`config.mk`:
```
export PLATFORM = sky130hd
export DESIGN_NAME = mips16_fetch_decode_flat
export DESIGN_NICKNAME = d
export VERILOG_FILES = /design/src/rtl/mips16_fetch_decode_if.sv /design/src/rtl/mips16_fetch_decode.sv /design/src/flat_wrapper.sv
export SDC_FILE = /design/constraint.sdc
export NUM_CORES = 1
export LEC_CHECK = 0
export ABC_AREA = 1
export CAP_MARGIN = 20
export CORE_ASPECT_RATIO = 0.5
export CORE_UTILIZATION = 56
export DETAILED_ROUTE_END_ITERATION = 8
export PLACE_DENSITY = 0.8
export REMOVE_ABC_BUFFERS = 1
export SYNTH_ARGS = -nofsm -noshare
export SYNTH_HDL_FRONTEND = slang
export SYNTH_SLANG_ARGS = --single-unit
```
`constraint.sdc`:
```
create_clock -name clk -period 3.2 [get_ports clk]
set_input_delay 0.64 -clock clk [delete_from_list [all_inputs] [get_ports clk]]
set_output_delay 0.64 -clock clk [all_outputs]
set_load 0.05 [all_outputs]
```
`src/rtl/mips16_fetch_decode_if.sv`:
```
// Fetch/decode bus bundle: instruction-memory request/ack plus the decoded-output valid/ready handshake.
// master = fetch/decode stage, slave = instruction memory and downstream execute stage.
interface mips16_fetch_decode_if;
  // Handshakes: imem_req stays high until a cycle with imem_ack (data taken that cycle);
  // the decoded bundle transfers on a cycle where dec_valid && dec_ready, and it is held stable while dec_valid is high.
  logic        imem_req;
  logic [15:0] imem_addr;
  logic        imem_ack;
  logic [15:0] imem_rdata;
  logic        dec_valid;
  logic        dec_ready;
  logic [2:0]  opcode;
  logic [3:0]  Function;
  logic [15:0] reg1;
  logic [15:0] reg2;
  logic [15:0] L;
  logic [15:0] LJ;

  modport master (
    output imem_req, imem_addr, dec_valid, opcode, Function, reg1, reg2, L, LJ,
    input  imem_ack, imem_rdata, dec_ready
  );

  modport slave (
    input  imem_req, imem_addr, dec_valid, opcode, Function, reg1, reg2, L, LJ,
    output imem_ack, imem_rdata, dec_ready
  );
endinterface

```
`src/rtl/mips16_fetch_decode.sv`:
```
// MIPS16 fetch/decode stage: fetches, decodes, and reads operands from an 8x16 register file.
// Optional macro FORWARD_WB_EN bypasses a same-cycle writeback into reg1/reg2 at instruction capture.
module mips16_fetch_decode #(
    parameter logic [15:0] RESET_PC       = 16'h0000,
    parameter int          TIMEOUT_CYCLES = 15
) (
    input  logic                      clk,
    input  logic                      rst_n,
    input  logic                      fetch_en,
    input  logic [15:0]               pc_in,
    input  logic                      wb_en,
    input  logic [2:0]                wb_addr,
    input  logic [15:0]               wb_data,
    mips16_fetch_decode_if.master     bus,
    output logic                      fetch_err,
    output logic [1:0]                state_dbg
);

    typedef enum logic [1:0] {S_IDLE = 2'd0, S_REQ = 2'd1, S_VALID = 2'd2} state_t;

    state_t      state;
    logic [7:0]  cnt;
    logic        first;
    logic [2:0]  ir_rs;
    logic [2:0]  ir_rt;
    logic [15:0] rf [0:7];

    logic [2:0]  cap_rs;
    logic [2:0]  cap_rt;
    logic [15:0] rd1;
    logic [15:0] rd2;
    logic [15:0] pc_plus2;
    logic [15:0] imm_off;
    logic [15:0] next_addr;
    logic        wb_live;

    assign state_dbg = state;
    assign cap_rs    = bus.imem_rdata[12:10];
    assign cap_rt    = bus.imem_rdata[9:7];
    assign pc_plus2  = bus.imem_addr + 16'd2;
    assign imm_off   = {{8{bus.imem_rdata[6]}}, bus.imem_rdata[6:0], 1'b0};
    assign next_addr = pc_in & 16'hFFFE;
    assign wb_live   = wb_en && (wb_addr != 3'd0);

    // rf[0] is never written, so r0 always reads as zero.
    always_comb begin
        rd1 = rf[cap_rs];
        rd2 = rf[cap_rt];
`ifdef FORWARD_WB_EN
        if (wb_live && (wb_addr == cap_rs)) rd1 = wb_data;
        if (wb_live && (wb_addr == cap_rt)) rd2 = wb_data;
`endif
    end

    always_ff @(posedge clk or negedge rst_n) begin
        if (!rst_n) begin
            for (int i = 0; i < 8; i++) rf[i] <= 16'h0000;
        end else if (wb_live) begin
            rf[wb_addr] <= wb_data;
        end
    end

    always_ff @(posedge clk or negedge rst_n) begin
        if (!rst_n) begin
            state         <= S_IDLE;
            cnt           <= 8'd0;
            first         <= 1'b1;
            ir_rs         <= 3'd0;
            ir_rt         <= 3'd0;
            fetch_err     <= 1'b0;
            bus.imem_req  <= 1'b0;
            bus.imem_addr <= RESET_PC & 16'hFFFE;
            bus.dec_valid <= 1'b0;
            bus.opcode    <= 3'd0;
            bus.Function  <= 4'd0;
            bus.reg1      <= 16'h0000;
            bus.reg2      <= 16'h0000;
            bus.L         <= 16'h0000;
            bus.LJ        <= 16'h0000;
        end else begin
            fetch_err <= 1'b0;
            case (state)
                S_IDLE: begin
                    if (fetch_en) begin
                        bus.imem_addr <= first ? (RESET_PC & 16'hFFFE) : next_addr;
                        first         <= 1'b0;
                        cnt           <= 8'd0;
                        bus.imem_req  <= 1'b1;
                        state         <= S_REQ;
                    end
                end
                S_REQ: begin
                    if (bus.imem_ack) begin
                        ir_rs         <= cap_rs;
                        ir_rt         <= cap_rt;
                        bus.opcode    <= bus.imem_rdata[15:13];
                        bus.Function  <= bus.imem_rdata[3:0];
                        bus.reg1      <= rd1;
                        bus.reg2      <= rd2;
                        bus.L         <= pc_plus2 + imm_off;
                        bus.LJ        <= {pc_plus2[15:14], bus.imem_rdata[12:0], 1'b0};
                        bus.imem_req  <= 1'b0;
                        bus.dec_valid <= 1'b1;
                        state         <= S_VALID;
                    end else if (cnt == 8'(TIMEOUT_CYCLES - 1)) begin
                        // Timeout only flags the stall; the request stays up at the same address.
                        fetch_err <= 1'b1;
                        cnt       <= 8'd0;
                    end else begin
                        cnt <= cnt + 8'd1;
                    end
                end
                S_VALID: begin
                    // Keep the held operands coherent with writebacks landing while we wait.
                    if (wb_live && (wb_addr == ir_rs)) bus.reg1 <= wb_data;
                    if (wb_live && (wb_addr == ir_rt)) bus.reg2 <= wb_data;
                    if (bus.dec_ready) begin
                        bus.dec_valid <= 1'b0;
                        if (fetch_en) begin
                            bus.imem_addr <= next_addr;
                            cnt           <= 8'd0;
                            bus.imem_req  <= 1'b1;
                            state         <= S_REQ;
                        end else begin
                            state <= S_IDLE;
                        end
                    end
                end
                default: begin
                    bus.imem_req  <= 1'b0;
                    bus.dec_valid <= 1'b0;
                    state         <= S_IDLE;
                end
            endcase
        end
    end

endmodule

```
`src/flat_wrapper.sv`:
```
// flat-port wrapper written by rule: the top's interface ports become plain ports
module mips16_fetch_decode_flat 
#(
    parameter logic [15:0] RESET_PC       = 16'h0000,
    parameter int          TIMEOUT_CYCLES = 15
)
  (clk, rst_n, fetch_en, pc_in, wb_en, wb_addr, wb_data, fetch_err, state_dbg, bus_imem_req, bus_imem_addr, bus_dec_valid, bus_opcode, bus_Function, bus_reg1, bus_reg2, bus_L, bus_LJ, bus_imem_ack, bus_imem_rdata, bus_dec_ready);
  mips16_fetch_decode_if bus_i ();
  input  logic clk;
  input  logic rst_n;
  input  logic fetch_en;
  input  logic [15:0] pc_in;
  input  logic wb_en;
  input  logic [2:0] wb_addr;
  input  logic [15:0] wb_data;
  output logic fetch_err;
  output logic [1:0] state_dbg;
  output wire logic [$bits(bus_i.imem_req)-1:0] bus_imem_req;
  output wire logic [$bits(bus_i.imem_addr)-1:0] bus_imem_addr;
  output wire logic [$bits(bus_i.dec_valid)-1:0] bus_dec_valid;
  output wire logic [$bits(bus_i.opcode)-1:0] bus_opcode;
  output wire logic [$bits(bus_i.Function)-1:0] bus_Function;
  output wire logic [$bits(bus_i.reg1)-1:0] bus_reg1;
  output wire logic [$bits(bus_i.reg2)-1:0] bus_reg2;
  output wire logic [$bits(bus_i.L)-1:0] bus_L;
  output wire logic [$bits(bus_i.LJ)-1:0] bus_LJ;
  input wire logic [$bits(bus_i.imem_ack)-1:0] bus_imem_ack;
  input wire logic [$bits(bus_i.imem_rdata)-1:0] bus_imem_rdata;
  input wire logic [$bits(bus_i.dec_ready)-1:0] bus_dec_ready;
  assign bus_imem_req = bus_i.imem_req;
  assign bus_imem_addr = bus_i.imem_addr;
  assign bus_dec_valid = bus_i.dec_valid;
  assign bus_opcode = bus_i.opcode;
  assign bus_Function = bus_i.Function;
  assign bus_reg1 = bus_i.reg1;
  assign bus_reg2 = bus_i.reg2;
  assign bus_L = bus_i.L;
  assign bus_LJ = bus_i.LJ;
  assign bus_i.imem_ack = bus_imem_ack;
  assign bus_i.imem_rdata = bus_imem_rdata;
  assign bus_i.dec_ready = bus_dec_ready;
  mips16_fetch_decode #(.RESET_PC(RESET_PC), .TIMEOUT_CYCLES(TIMEOUT_CYCLES)) u_core (.clk(clk), .rst_n(rst_n), .fetch_en(fetch_en), .pc_in(pc_in), .wb_en(wb_en), .wb_addr(wb_addr), .wb_data(wb_data), .bus(bus_i), .fetch_err(fetch_err), .state_dbg(state_dbg));
endmodule
```
==> flow_summary.json, run 1 <==
{
  "synth_edf_count": 0,
  "rows": 37,
  "min_period_ns": 2.81,
  "final-setup-viol-count": 0,
  "first_pass_iters": 6,
  "synth_flop_cell": "dfrtp_1",
  "coreArea_mm2": 0.0207,
  "die_area_mm2": 0.0219,
  "pin_count": 149,
  "yosysWarningCount": 0,
  "status": "finished, final reports clean",
  "fin_area_mm2": 0.0140,
  "wl_mm": 32.6,
  "peakVddDrop_uv": 833,
  "portBuffers": 144,
  "worstPathRequired_ns": 3.59,
  "rsz0062_at_grt": "no",
  "worstSetupStartpointType": "register",
  "synth_mux_area_share_pct": 0,
  "syn_avg_cell_area_um2": 7.63,
  "syn_to_final_growth_pct": 18.0,
  "reg2reg_from": "u_core.bus.imem_addr[1]$_DFFE_PN0P_",
  "worstSetupPathType": "register to register",
  "clk_path_buf_depth": 3,
  "skew_ns": 0.0182,
  "finalHoldViolCount": 0,
  "synth_top_family_by_area": "simple AND/OR/NAND/NOR gates",
  "synthXorXnorAreaFrac_pct": 1.47,
  "async_flop_share_pct": 100,
  "antenna_found_initial": 0,
  "cts_hold_buffers": 0,
  "gp_congestion": 0.880,
  "cts_setup_buffers": 0,
  "cap_violations": 0,
  "max_slew_margin_pct": 54.5,
  "p_leak_nw": 6.82,
  "grt_overflow": 0,
  "tightest_slew_ns": 0.683,
  "via_per_inst": 5.75,
  "post_drt_wl_per_cell_um": 16.9,
  "nets": 1719,
  "cts-root-buf": "clkbuf_16",
  "cts_tree": "yes",
  "vias": 11100,
  "synth-seq-area-share_pct": 46.7,
  "postPlaceCellArea_mm2": 0.0134,
  "post-route-drc-count": 0,
  "post_cts_resized": 0,
  "drive_gt1_share_pct": 5.01,
  "max_clock_freq_mhz": 356,
  "worstPathArrival_ns": 3.20,
  "ctsHtreeMaxLevel": 1,
  "fin_crit_sh_pct": 87.8,
  "hold_class": "input port to async pin",
  "power_density_mw_per_mm2": 867,
  "hpwlAfterDp_mm": 20.8,
  "first_global_vias": 10900,
  "clk_latency_ns": 0.51,
  "clk_pin_slew_ns": 0.07,
  "synth-simple-area-share_pct": 24.1,
  "synth_cell_type_count": 37,
  "reg2reg_depth": 17,
  "finalPower_mw": 12.2,
  "netlist_area_mm2": 0.0119,
  "cp-startpoint": "u_core.bus.imem_addr[1]$_DFFE_PN0P_",
  "die_h_um": 105,
  "drv_slew": 0,
  "postSynthCellCount": 1560,
  "dr.first_iter.drc_count": 1186,
  "critPathMaxFanout": 6,
  "fp.dieW_um": 208,
  "initial_core_util_pct": 57.5,
  "synthAdderAreaFrac_pct": 1.96,
  "num_antenna_cells": 0,
  "ant_nets": 0,
  "clock_sinks": 222,
  "synth_seq_cells": 222,
  "grt_pass1_wl_mm": 53.8,
  "grt_max_degree": 77,
  "fin_setup_tns_ns": 0,
  "cts_made_buffers": 21,
  "setup.worst_path.end_class": "register",
  "final_core_util_pct": 67.9,
  "synth_compound_area_share_pct": 16.7,
  "grt_usage_pct": 30.5
}
==> cells by family after synthesis <==
family                   after synthesis
AND/OR/NAND/NOR                      678
AO/OA/AOI/OAI                        363
buffers and inverters                258
flip-flops                           222
XOR/XNOR                              20
adder cells (fa/ha/maj)               18
other                                  1
==> Yosys cell counts (2+ instances only) <==
library cell	number	area (um^2)
nor3_1	6	30.0
nand3_1	170	851
nand2_1	441	1660
o21ai_0	200	1000
buf_6	3	33.8
nor2_1	38	143
inv_2	2	7.51
clkbuf_1	56	210
ha_1	17	213
nand3_2	3	30.0
nand2_4	3	33.8
o21ai_1	15	75.1
buf_1	6	22.5
clkinv_1	2	7.51
inv_1	138	518
nand4_1	2	12.5
nor3_2	4	40.0
buf_4	8	60.1
xnor2_1	4	35.0
o211ai_1	65	488
buf_2	43	215
dfrtp_1	221	5530
and2_1	5	31.3
xor2_1	16	140
nand2_2	2	12.5
a21oi_1	79	395
==> layer usage <==
layer	part of all wire, %	vias to the layer above	GRT usage, %
met1	42	5225	40.5
met2	46	509	51.2
met5	0	-	0
li1	-	5283	-
met3	8.3	86	4.54
met4	3.0	0	11.3
==> metrics by stage <==
step / hold slack, ns / worst slack (ns) / cells
6_report: 0.103 / 0.390 / 1931
5_1_grt: 0.142 / 0.115 / 1931
4_1_cts: 0.134 / 0.402 / 1931
3_5_place_dp: 0.380 / 0.423 / 1894
3_3_place_gp: 0.376 / 0.469 / 1894
2_1_floorplan: 0.344 / 0.394 / 1446
==> final cells by class <==
class                   instances  area [um^2]
fillers                      1692         6650
flip-flops and latches        222         5560
multi-input cells            1082         5280
repair buffers                175         1710
clock buffers                  31          583
inverters                     142          533
well taps                     273          342
clock inverters                 6         33.8
==> sequential cells by signal (all words and copies together) (netlist names), 3 cells and up <==
signal                flops
u_core.bus.Function       3
u_core.bus.L             15
u_core.bus.LJ             8
u_core.bus.imem_addr     15
u_core.bus.opcode         3
u_core.bus.reg1          16
u_core.bus.reg2          16
u_core.cnt                8
u_core.rf               128
==> layout by cell type, fill, tap and decap left out, types with 2 or more instances in the layout <==
cell type        synthesis  final
nor2_2                   1      2
clkbuf_16                0     21
nor3_1                   6      6
conb_1                   1      3
buf_2                   43      2
o21ai_1                 15     15
clkbuf_8                 0      2
nand2_4                  3      3
clkinv_2                 0      5
nand3_1                170    170
buf_4                    8     29
nor3_2                   4      3
o21ai_0                200    200
ha_1                    17     17
clkinv_1                 2      2
nand4_1                  2      2
buf_12                   0      4
and2_1                   5      5
inv_1                  138    138
nand3_2                  3      3
xor2_1                  16     16
a21oi_1                 79     79
nand2_1                441    441
nand2_2                  2      2
o211ai_1                65     65
xnor2_1                  4      4
nor2_1                  38     37
dfrtp_1                221    221
clkbuf_1                56      8
clkdlybuf4s50_1          0    139
inv_2                    2      2
==> critical path, cell delays in order (launching register included) <==
cell,delay (ns)
dfrtp_1,0.39
ha_1,0.20
nand2_1,0.11
nor2_1,0.11
nand2_1,0.13
nor2_1,0.24
nand2_1,0.10
xor2_1,0.13
inv_1,0.06
ha_1,0.38
inv_1,0.08
nor3_1,0.26
and2_1,0.17
nand2_1,0.04
nand2_1,0.08
nand3_1,0.08
nand3_1,0.09
nand2_1,0.06
==> worst paths after layout <==
| kind | endpoint | slack (ns) |
|---|---|---|
| setup reg to reg | u_core.bus.L[15]$_DFFE_PN0P_ | 0.39 |
| min in group clk | u_core.rf[113]$_DFFE_PN0P_ | 0.39 |
| setup / recovery | u_core.bus.L[15]$_DFFE_PN0P_ | 0.39 |
| hold reg to reg | u_core.rf[113]$_DFFE_PN0P_ | 0.39 |
| hold / removal | u_core.rf[97]$_DFFE_PN0P_ | 0.10 |
| max in group asynchronous | u_core.rf[101]$_DFFE_PN0P_ | 2.30 |
==> report_power, final <==
group / internal (mW) / switching (mW)
Sequential: 3.57 / 0.539
Clock: 1.27 / 1.08
Combinational: 1.86 / 3.85
Total: 6.69 / 5.48
Power figures use the tool's default switching activity.
==> run 2, diff against run 1 <==
- CORE_UTILIZATION: 56 -> 58
- CTS_BUF_LIST: not set -> sky130_fd_sc_hd__clkbuf_4 sky130_fd_sc_hd__clkbuf_8
- PLACE_DENSITY: 0.8 -> 0.83
==> flow_summary.json, run 2 (synthesis results as in run 1) <==
{
  "status": "finished, final reports clean",
  "internal-power_mw": 6.76,
  "clock_sinks": 222,
  "post-route-drc-count": 0,
  "combPwrFrac_pct": 46.6,
  "ctsHtreeMaxLevel": 2,
  "drive_gt1_share_pct": 6.84,
  "grt_pass1_wl_mm": 53.2,
  "critPathSlowestCell": "dfrtp_1",
  "fp.dieW_um": 205,
  "first_pass_iters": 5,
  "mostFrequentLayoutCells": "nand2_1 (441), dfrtp_1 (221), o21ai_0 (200), nand3_1 (170), clkdlybuf4s50_1 (139)",
  "cts-root-buf": "clkbuf_8",
  "postPlaceCellArea_mm2": 0.0134,
  "dr.first_iter.drc_count": 938,
  "max_clock_freq_mhz": 360,
  "max_slew_margin_pct": 44.5,
  "cpMostUsedCell": "nand2_1",
  "post_cts_resized": 0,
  "pin_count": 149,
  "initial_core_util_pct": 60.2,
  "grt_overflow": 0,
  "worstPathRequired_ns": 3.61,
  "gp_congestion": 0.871,
  "largest_reg_flops": 128,
  "cts_made_buffers": 34,
  "worstSetupStartpointType": "register",
  "peakVddDrop_uv": 744,
  "syn_to_final_growth_pct": 18.9,
  "reg_top3": "u_core.rf (128), u_core.bus.reg1 (16), u_core.bus.reg2 (16)",
  "worstPathArrival_ns": 3.18,
  "seqPwrFrac_pct": 33.3,
  "die_h_um": 103,
  "cts_tree": "yes",
  "cts_hold_buffers": 0,
  "coreArea_mm2": 0.0198,
  "nets": 1732,
  "via_per_inst": 5.80,
  "grt_max_degree": 85,
  "clk_pin_slew_ns": 0.06,
  "power_density_mw_per_mm2": 870,
  "critPathMaxFanout": 6,
  "min_period_ns": 2.77,
  "tightest_slew_ns": 0.828,
  "clk_latency_ns": 0.53,
  "rows": 36,
  "rsz0062_at_grt": "no",
  "regMostFlops": "u_core.rf",
  "fin_crit_sh_pct": 86.7,
  "portBuffers": 144,
  "p_leak_nw": 6.89,
  "first_global_vias": 11000,
  "skew_ns": 0.0291,
  "worstSetupPathType": "register to register",
  "crit_chain": "ha_1 > nand2_1 > nor2_1 > nand2_1 > nor2_1 > nand2_1 > xor2_1 > inv_1 > ha_1 > inv_1 > nor3_1 > and2_1 > nand2_1 > nand2_1 > nand3_1 > nand3_1 > nand2_1",
  "swShare_pct": 45.0,
  "hold_class": "input port to async pin",
  "cap_violations": 0,
  "setup.worst_path.end_class": "register",
  "final-setup-viol-count": 0,
  "hpwlAfterDp_mm": 21.2,
  "post_drt_wl_per_cell_um": 16.7,
  "wl_mm": 32.5,
  "max_stage_delay_ns": 0.38,
  "grt_usage_pct": 31.8,
  "final_common_cell": "nand2_1",
  "fin_area_mm2": 0.0141,
  "vias": 11300,
  "fin_setup_tns_ns": 0,
  "ant_nets": 0,
  "drv_slew": 0,
  "antenna_found_initial": 0,
  "clk_path_buf_depth": 3,
  "num_antenna_cells": 0,
  "power_switching_mw": 5.54,
  "die_area_mm2": 0.0211,
  "p_clk_share_pct": 20.1,
  "cts_setup_buffers": 0,
  "finalHoldViolCount": 0
}
==> run 2: cell types whose count changed in the layout (fill, tap and decap cells not counted) <==
cell / delta
clkbuf_1: -8
clkbuf_8: +40
buf_4: -1
buf_12: +1
clkbuf_16: -21
clkinvlp_4: +3
clkbuf_4: +10
==> run 2: path summary, 6_finish.rpt <==
kind                                                          start                                   to  slack, ns  cells after the start
max in group asynchronous                                     rst_n             u_core.first$_DFFE_PN1P_       2.14                      2
worst min-delay path                                          rst_n  u_core.bus.imem_addr[4]$_DFFE_PN0P_       0.12                      1
worst min register to register           u_core.rf[124]$_DFFE_PN0P_           u_core.rf[124]$_DFFE_PN0P_       0.40                      0
worst max-delay path            u_core.bus.imem_addr[2]$_DFFE_PN0P_         u_core.bus.L[15]$_DFFE_PN0P_       0.43                     17
min in group clk                         u_core.rf[124]$_DFFE_PN0P_           u_core.rf[124]$_DFFE_PN0P_       0.40                      0
worst max register to register  u_core.bus.imem_addr[2]$_DFFE_PN0P_         u_core.bus.L[15]$_DFFE_PN0P_       0.43                     17
==> run 2: worst max-delay path: cells and delay by family, from the launching register on <==
kind	cells	cell delay [ns]
and+or+nand+nor	12	1.46
adders and majority gates	2	0.56
DFF	1	0.38
xor gates and xnor gates	1	0.14
buffers and inverters	2	0.13
==> run 2: per-layer routing <==
metal / GRT usage, % / part of all wire [%] / vias to the layer above
met5: 0 / 0 / -
met4: 11.9 / 2.9 / 0
met3: 7.05 / 9.5 / 96
met2: 53.7 / 47 / 531
met1: 40.7 / 41 / 5347
li1: - / - / 5318
==> run 2: power by group through the flow <==
stage / Combinational (mW) / Clock, mW / Sequential [mW]
2_1_floorplan: 2.00 / 0 / 5.80
3_3_place_gp: 5.59 / 0 / 4.09
3_5_place_dp: 5.70 / 0 / 4.12
4_1_cts: 5.74 / 2.50 / 4.09
5_1_grt: 6.22 / 2.64 / 4.18
6_report: 5.73 / 2.47 / 4.10
==> run 2: area by class of cell <==
class | count | area [um^2]
clock buffers | 52 | 653
flip-flops and latches | 222 | 5560
clock inverters | 9 | 56.3
multi-input cells | 1082 | 5280
fillers | 1523 | 5630
repair buffers | 175 | 1730
well taps | 266 | 333
inverters | 142 | 533
==> run 2: metrics by stage <==
stage | hold slack (ns) | power, mW | utilization [%] | instances | setup slack (ns)
floorplan | 0.344 | 7.81 | - | 1446 | 0.394
global placement | 0.375 | 9.68 | 67.9 | 1887 | 0.499
detailed placement | 0.382 | 9.82 | 67.9 | 1887 | 0.473
CTS | 0.126 | 12.3 | 71.5 | 1948 | 0.439
global route | 0.142 | 13.0 | 71.5 | 1948 | 0.115
finish | 0.119 | 12.3 | 71.5 | 1948 | 0.426
==> run 3, diff against run 2 <==
- clock period: 3.2 -> 2.74 ns (I/O delays scaled with it)
==> flow_summary.json, run 3 (synthesis results as in run 1) <==
{
  "status": "finished, violations left",
  "failed_checks": "hold timing",
  "num_antenna_cells": 0,
  "mostFrequentLayoutCells": "nand2_1 (439), dfrtp_1 (221), o21ai_0 (200), nand3_1 (169), clkdlybuf4s50_1 (139)",
  "critPathMaxFanout": 5,
  "rsz0062_at_grt": "yes",
  "peakVddDrop_uv": 966,
  "p_leak_nw": 6.96,
  "rows": 36,
  "use_met1_pct": 42.6,
  "min_period_ns": 2.61,
  "clk_path_buf_depth": 3,
  "top_usage_layer": "met2",
  "postPlaceCellArea_mm2": 0.0135,
  "whs_ns": -0.00746,
  "worstReg2RegEnd": "u_core.bus.L[15]$_DFFE_PN0P_",
  "grt_usage_pct": 32.0,
  "finalHoldViolCount": 2,
  "fp.dieW_um": 205,
  "reg2reg_depth": 16,
  "final.fill_count": 1499,
  "crit_end": "u_core.bus.L[15]$_DFFE_PN0P_",
  "post-route-drc-count": 0,
  "syn_to_final_growth_pct": 20.4,
  "die_area_mm2": 0.0211,
  "final_core_util_pct": 72.4,
  "final-setup-viol-count": 0,
  "final_common_cell": "nand2_1",
  "grt.met2_usage_pct": 53.4,
  "seq_area_mm2": 0.00556,
  "first_pass_iters": 6,
  "nets": 1738,
  "initial_core_util_pct": 60.2,
  "via_per_inst": 5.83,
  "max_slew_margin_pct": 57.1,
  "reg_top3": "u_core.rf (128), u_core.bus.reg1 (16), u_core.bus.reg2 (16)",
  "cts-root-buf": "clkbuf_8",
  "ctsHtreeMaxLevel": 2,
  "tightest_slew_ns": 0.641,
  "multi_input_area_mm2": 0.00536,
  "coreArea_mm2": 0.0198,
  "grt_pass1_wl_mm": 53.6,
  "gp_congestion": 0.855,
  "wl_mm": 32.9,
  "die_h_um": 103,
  "hpwlAfterDp_mm": 21.2,
  "portBuffers": 144,
  "dr.first_iter.drc_count": 1138,
  "cp-startpoint": "u_core.bus.imem_addr[1]$_DFFE_PN0P_",
  "worstSetupPathType": "register to register",
  "grt_max_degree": 79,
  "grt_overflow": 0,
  "drv_slew": 0,
  "clk_latency_ns": 0.53,
  "regMostFlops": "u_core.rf",
  "largest_reg_flops": 128,
  "worstPathRequired_ns": 3.16,
  "cap_violations": 0,
  "worstSetupStartpointType": "register",
  "worstPathArrival_ns": 3.03,
  "clk_pin_slew_ns": 0.07,
  "setup.worst_path.end_class": "register",
  "worst_slack_ns": 0.129,
  "power_density_mw_per_mm2": 1020,
  "r2r_setup_slack_ns": 0.13,
  "reg2reg_from": "u_core.bus.imem_addr[1]$_DFFE_PN0P_",
  "skew_ns": 0.0182,
  "post_drt_wl_per_cell_um": 16.9,
  "globalRouteMet3Util_pct": 6.14,
  "first_global_vias": 10800,
  "fin_crit_sh_pct": 95.3,
  "antenna_found_initial": 0,
  "pin_count": 149,
  "drive_gt1_share_pct": 7.66,
  "cts_made_buffers": 34,
  "ant_nets": 0,
  "fin_area_mm2": 0.0143,
  "clock_sinks": 222,
  "vias": 11400,
  "max_clock_freq_mhz": 383,
  "cts_tree": "yes",
  "dpl_worst_slack_ns": 0.0704,
  "hold_class": "input port to async pin"
}
[run 3: metrics by stage]
step	TNS, ns	instances	power, mW
6_report	0	1951	14.6
3_5_place_dp	0	1887	11.5
3_3_place_gp	0	1887	11.3
2_1_floorplan	-0.0663	1446	9.12
5_1_grt	-0.120	1951	15.4
4_1_cts	0	1945	14.5
[run 3: final cells by class]
type / count / share of cell area (%)
timing repair buffer: 181 / 12.7
multi-input combinational: 1082 / 37.4
clock inverter: 3 / 0.140
inverter: 142 / 3.72
sequential: 222 / 38.8
tap: 266 / 2.32
clock buffer: 55 / 4.89
[run 3: per-layer routing]
layer	routed length (um)	vias up
met3	2890	76
met5	0	-
met2	15500	534
met1	13800	5432
li1	-	5328
met4	791	0
[run 3: power by group]
part | internal (mW) | switching, mW
Sequential | 4.17 | 0.614
Clock | 1.61 | 1.33
Combinational | 2.25 | 4.57
Total | 8.04 | 6.52
[run 3: worst min-delay path by stage]
stage               depth (start not counted)                       start  slack, ns                             endpoint
floorplan                                   0                       rst_n       0.25   u_core.bus.Function[0]$_DFFE_PN0P_
global placement                            0  u_core.rf[120]$_DFFE_PN0P_       0.38           u_core.rf[120]$_DFFE_PN0P_
detailed placement                          0  u_core.rf[116]$_DFFE_PN0P_       0.38           u_core.rf[116]$_DFFE_PN0P_
CTS                                         1                       rst_n      0.009  u_core.bus.imem_addr[4]$_DFFE_PN0P_
global route                                1                       rst_n       0.03  u_core.bus.imem_addr[4]$_DFFE_PN0P_
finish                                      1                       rst_n     -0.007  u_core.bus.imem_addr[4]$_DFFE_PN0P_
[run 3: critical path, cell delays in order (launching register included)]
cell     delay (ns)
dfrtp_1        0.39
inv_2          0.08
nor3_4         0.22
nand3_2        0.15
nor2_4         0.18
nand4_1        0.12
xor2_1         0.14
inv_1          0.09
ha_4           0.30
nand2_2        0.08
nor3_4         0.20
and2_1         0.14
nand2_1        0.04
nand2_1        0.10
nand3_1        0.11
nand3_1        0.10
nand2_1        0.05
[run 3: timing repair]
action / in CTS / in global routing
resized for setup: 1 / 14
buffers inserted: 0 / 6
hold buffers: 0 / 0
pin swaps: 0 / 7
setup endpoints to repair: 1 / 6
